File: config.mk
export PLATFORM = sky130hd
export DESIGN_NAME = ruta_datos_muldiv
export DESIGN_NICKNAME = d
export VERILOG_FILES = /design/src/rtl/ruta_datos_muldiv.sv
export SDC_FILE = /design/constraint.sdc
export NUM_CORES = 1
export LEC_CHECK = 0
export CAP_MARGIN = 25
export CORE_MARGIN = 2
export CORE_UTILIZATION = 61
export CTS_BUF_LIST = sky130_fd_sc_hd__clkbuf_2 sky130_fd_sc_hd__clkbuf_4 sky130_fd_sc_hd__clkbuf_8
export DETAILED_ROUTE_END_ITERATION = 16
export DONT_BUFFER_PORTS = 1
export PLACE_DENSITY = 0.86
export SLEW_MARGIN = 0
export SYNTH_ARGS = -nofsm -noshare
export SYNTH_HDL_FRONTEND = slang
export SYNTH_SLANG_ARGS = --single-unit
File: constraint.sdc
create_clock -name reloj -period 3.4 [get_ports reloj]
set_clock_uncertainty 0.05 [all_clocks]
set_input_delay 0.51 -clock reloj [delete_from_list [all_inputs] [get_ports reloj]]
set_output_delay 0.51 -clock reloj [all_outputs]
set_load 0.02 [all_outputs]
File: src/rtl/ruta_datos_muldiv.sv
// ruta_datos_muldiv: shift-add multiply / divide datapath driven by an external controller word.
// Registers update on the rising edge of reloj; status flags are combinational from the registers.
module ruta_datos_muldiv (
    input  logic        reloj,
    input  logic        reset,
    input  logic [17:0] estado,
    input  logic [15:0] operando1,
    input  logic [15:0] operando2,
    output logic        AEScero,
    output logic        A0EScero,
    output logic        CNOcero,
    output logic        neg1,
    output logic        neg2,
    output logic        neg1IGUALneg2,
    output logic        contNOquince,
    output logic        neg_reg_C_MSB,
    output logic        divcero,
    output logic [15:0] resultado_alto,
    output logic [15:0] resultado_bajo,
    output logic        listo
);
    logic [15:0] r_r1, r_r2, r_c, r_res_hi, r_res_lo;
    logic [16:0] r_a;
    logic [3:0]  r_cont;
    logic        r_neg1, r_neg2, r_listo;
    logic [31:0] w_neg_ac;
    logic [16:0] w_a_next;
    logic [15:0] w_c_next;
    logic        w_unused_estado;

    assign w_unused_estado = ^estado[17:15];
    assign w_neg_ac = -{r_a[15:0], r_c};

    // Shifts and the 32-bit negate claim A and C together, so both chains share their top levels
    always_comb begin
        w_a_next = estado[0]  ? 17'd0 :
                   estado[9]  ? {1'b0, w_neg_ac[31:16]} :
                   estado[3]  ? {r_a[15:0], r_c[15]} :
                   estado[4]  ? {1'b0, r_a[16:1]} :
                   estado[5]  ? r_a + {1'b0, r_r2} :
                   estado[6]  ? r_a - {1'b0, r_r2} :
                   estado[11] ? {1'b0, -r_a[15:0]} : r_a;
        w_c_next = estado[0]  ? 16'd0 :
                   estado[9]  ? w_neg_ac[15:0] :
                   estado[3]  ? {r_c[14:0], 1'b0} :
                   estado[4]  ? {r_a[0], r_c[15:1]} :
                   estado[12] ? r_r1 :
                   estado[10] ? -r_c :
                   estado[7]  ? (r_c | 16'd1) : r_c;
    end

    always_ff @(posedge reloj or posedge reset) begin
        if (reset) begin
            r_a      <= '0;
            r_c      <= '0;
            r_r1     <= '0;
            r_r2     <= '0;
            r_cont   <= '0;
            r_neg1   <= 1'b0;
            r_neg2   <= 1'b0;
            r_res_hi <= '0;
            r_res_lo <= '0;
            r_listo  <= 1'b0;
        end else begin
            r_a    <= w_a_next;
            r_c    <= w_c_next;
            r_r1   <= estado[0] ? operando1 : estado[1] ? -r_r1 : r_r1;
            r_r2   <= estado[0] ? operando2 : estado[2] ? -r_r2 : r_r2;
            r_neg1 <= estado[0] ? operando1[15] : r_neg1;
            r_neg2 <= estado[0] ? operando2[15] : r_neg2;
            r_cont <= estado[0] ? 4'd0 : estado[8] ? r_cont + 4'd1 : r_cont;
            if (estado[14]) begin
                r_res_hi <= r_a[15:0];
                r_res_lo <= r_c;
            end
            r_listo <= estado[13];
        end
    end

    assign AEScero        = (r_a == 17'd0);
    assign A0EScero       = ~r_c[0];
    assign CNOcero        = (r_c != 16'd0);
    assign neg1           = r_neg1;
    assign neg2           = r_neg2;
    assign neg1IGUALneg2  = (r_neg1 == r_neg2);
    assign contNOquince   = (r_cont != 4'd15);
    assign neg_reg_C_MSB  = r_a[16];
    assign divcero        = (r_r2 == 16'd0);
    assign resultado_alto = r_res_hi;
    assign resultado_bajo = r_res_lo;
    assign listo          = r_listo;
endmodule
==> flow_metrics.env <==
export IMPL_synth_fp_nets=1093
export IMPL_area_delta_synth_final_pct=4.112
export IMPL_grt_util_met1_pct=44.29
export IMPL_ys_flop_type="dfrtp_1"
export IMPL_synth_top_area_share_pct=31.33
export IMPL_r2r_cells=10
export IMPL_fin_setup_tns_ns=0
export IMPL_grt_usage_pct=31.81
export IMPL_dpl_cell_area_um2=8444
export IMPL_detail_route_wl_per_cell_um=19.63
export IMPL_finalNonFillerCells=1140
export IMPL_arrival_ns=2.71
export IMPL_design_area_um2=8648
export IMPL_antenna_left=0
export IMPL_die_area_um2=14570
export IMPL_cp_end_kind="output pin"
export IMPL_htree_levels=3
export IMPL_numPortBuffers=0
export IMPL_grt_ovfl_total=0
export IMPL_min_period_ns=3.273
export IMPL_slew_violations=0
export IMPL_cts_tree="yes"
export IMPL_postCtsHoldBufs=0
export IMPL_yosysSeqAreaShare_pct=31.33
export IMPL_synth_edf_count=0
export IMPL_hold_class="input port to asynchronous set/reset pin"
export IMPL_fp_row_count=42
export IMPL_pwr_density_cell_nw_per_um2=512.1
export IMPL_clock_sinks=104
export IMPL_clockBufferDepth=2
export IMPL_grt_max_degree=90
export IMPL_grt_pass1_wl_um=36930
export IMPL_synth_lib_cells_used_distinct=76
export IMPL_regArea_um2=2603
export IMPL_worstMarginPinSlew_ns=0.7936
export IMPL_endpoint="CNOcero"
export IMPL_required_ns=2.84
export IMPL_fin_crit_sh_pct=96.26
export IMPL_p_leak_nw=3.580
export IMPL_yosys_warnings=0
export IMPL_viasPerCell=6.678
export IMPL_pre_cts_ws_ns=0.3080
export IMPL_busiest_layer="met2"
export IMPL_cts_setup_buffers=0
export IMPL_wl_um=22370
export IMPL_cp_max_fo=7
export IMPL_routabilityCongestion=0.9214
export IMPL_fill_cells=1130
export IMPL_multi_input_area_um2=5197
export IMPL_grt_antenna_before_repair=0
export IMPL_worstSetupPathType="flop to output pin"
export IMPL_ir_worst_vdd_mv=0.3312
export IMPL_start_kind="flop"
export IMPL_syn_inst=1002
export IMPL_cts_resized=0
export IMPL_grt_pass1_vias=7236
export IMPL_vias=7613
export IMPL_place_inst=1124
export IMPL_use_met3_pct=6.274
export IMPL_fmax_ghz=0.3055
export IMPL_die_w_um=120.7
export IMPL_synth_avg_cell_area_um2=8.290
export IMPL_clk_pin_slew_ns=0.11
export IMPL_hold_viol=0
export IMPL_max_slew_margin_rel_pct=46.90
export IMPL_cts_buffers=9
export IMPL_cp_startpoint="r_c[1]$_DFFE_PP0P_"
export IMPL_rsz0062_at_grt="false"
export IMPL_setup_viol=0
export IMPL_core_area_um2=13300
export IMPL_r2r_start="r_r2[2]$_DFFE_PP0N_"
export IMPL_synth_area_leaders="dfrtp_1, o21ai_0, ha_1"
export IMPL_drt_pass1_iterations=5
export IMPL_io_pins=94
export IMPL_hold_ws_ns=0.05033
export IMPL_drc_errors=0
export IMPL_drtIter0Drc=1059
export IMPL_maxCapViolCount=0
export IMPL_yosys_area_top_type="dfrtp_1"
export IMPL_ys_seq_elements=104
export IMPL_async_flop_share_pct=100.0
export IMPL_reg2reg_setup_slack_ns=0.27
export IMPL_clock_tree_root_cell="clkbuf_8"
export IMPL_nets=1050
export IMPL_syn_area_um2=8307
export IMPL_met2_usage_pct=48.59
export IMPL_status="finished, final reports clean"
export IMPL_place_detailed_hpwl_um=15870
export IMPL_num_antenna_cells=0
export IMPL_die_y_um=120.7
export IMPL_setup_slack_ns=0.1272
export IMPL_r2r_end="r_a[14]$_DFFE_PP0P_"
export IMPL_clock_latency_ns=0.41
export IMPL_start_util_pct=62.48
export IMPL_drive_gt1_share_pct=11.00
-- report_power, final --
group	switching, mW	total (mW)	internal, mW
logic	1.06	1.86	0.807
registers	0.337	1.76	1.43
clock network	0.498	0.802	0.304
-- per-stage QoR --
stage | total power [mW] | util [%]
6_report | 4.429 | 65.05
3_5_place_dp | 3.593 | 63.51
3_3_place_gp | 3.537 | 63.51
4_1_cts | 4.400 | 65.02
5_1_grt | 4.718 | 65.05
2_1_floorplan | 3.184 | -
-- kinds of logic after synthesis --
group / count (synthesis) / synth area share (%)
compound gates: 317 / 24.99
xor+xnor: 81 / 8.540
flops: 104 / 31.33
fa+ha+maj: 39 / 6.055
simple gates: 286 / 17.28
mux: 42 / 5.588
buf+inv: 133 / 6.221
-- layout by cell type (no fill, tap or decap), drive strengths merged, types with 16 or more instances in the layout --
| cell type | instances |
|---|---|
| a21oi | 64 |
| o21ai | 108 |
| nor2b | 21 |
| nor3 | 30 |
| xnor2 | 51 |
| dfrtp | 104 |
| inv | 50 |
| nand2 | 85 |
| nor2 | 63 |
| buf | 31 |
| mux2 | 35 |
| o31ai | 18 |
| xor2 | 30 |
| a221oi | 16 |
| ha | 37 |
-- Yosys cell counts, types with 3 or more instances --
library cell and number:
dfrtp_1 104, o21ai_0 104, nand2_1 85, clkbuf_1 72
a21oi_1 64, nor2_1 63, xnor2_1 51, inv_1 48
ha_1 37, mux2_2 35, xor2_1 30, nor3_1 29
nor2b_1 21, o31ai_1 17, a221oi_1 16, nand2b_1 13
nand3_1 13, or3_1 13, a211oi_1 12, a22oi_1 12
a31oi_1 9, buf_1 9, nor4_1 9, o41ai_1 8
mux2i_1 7, or2_2 7, a221o_1 6, o221ai_1 6
a211o_1 5, nor3b_1 5, o211ai_1 5, or4_1 5
a22o_1 4, a311oi_1 4, nand4_1 4, o21ai_1 4
o21bai_1 4, o22ai_1 4, a2111oi_0 3, a21o_1 3
and3_1 3
-- how the worst min path moves through the flow --
stage | slack, ns | cells after the start | to | startpoint
after floorplan | 0.46 | 2 | r_cont[3]$_DFFE_PP0P_ | r_cont[3]$_DFFE_PP0P_
after global routing | 0.06 | 0 | listo$_DFF_PP0_ | estado[13]
after global placement | 0.47 | 2 | r_cont[3]$_DFFE_PP0P_ | r_cont[3]$_DFFE_PP0P_
after CTS | 0.07 | 1 | r_r2[14]$_DFFE_PP0N_ | reset
final | 0.05 | 1 | r_r2[14]$_DFFE_PP0N_ | reset
after detailed placement | 0.49 | 0 | listo$_DFF_PP0_ | estado[13]
-- worst max-delay path, cell delays in order, from the launching register on --
cell	delay (ns)
dfrtp_1	0.46
inv_1	0.13
ha_1	0.24
nor3b_1	0.30
or4b_4	0.57
nor4_4	0.25
buf_4	0.22
inv_1	0.13
-- sequential cells by signal, summed over array words and instances, names as in the netlist --
name            count
r_a                17
listo               1
r_c                16
r_r1               16
neg1                1
r_cont              4
r_r2               16
neg2                1
resultado_alto     16
resultado_bajo     16
-- layer usage --
metal	vias up	wire, um	part of all wire [%]
li1	3536	-	-
met1	3625	9478	42
met2	407	10020	45
met3	45	2299	10
met4	0	579	2.6
met5	-	0	0
-- area by class of cell --
class | count | area share, %
clock buffer | 10 | 1.591
clock inverter | 6 | 0.7234
inverter | 48 | 2.112
multi-input combinational | 765 | 60.10
sequential | 104 | 30.09
tap | 176 | 2.546
timing repair buffer | 31 | 2.836
Power figures use the tool's default switching activity.
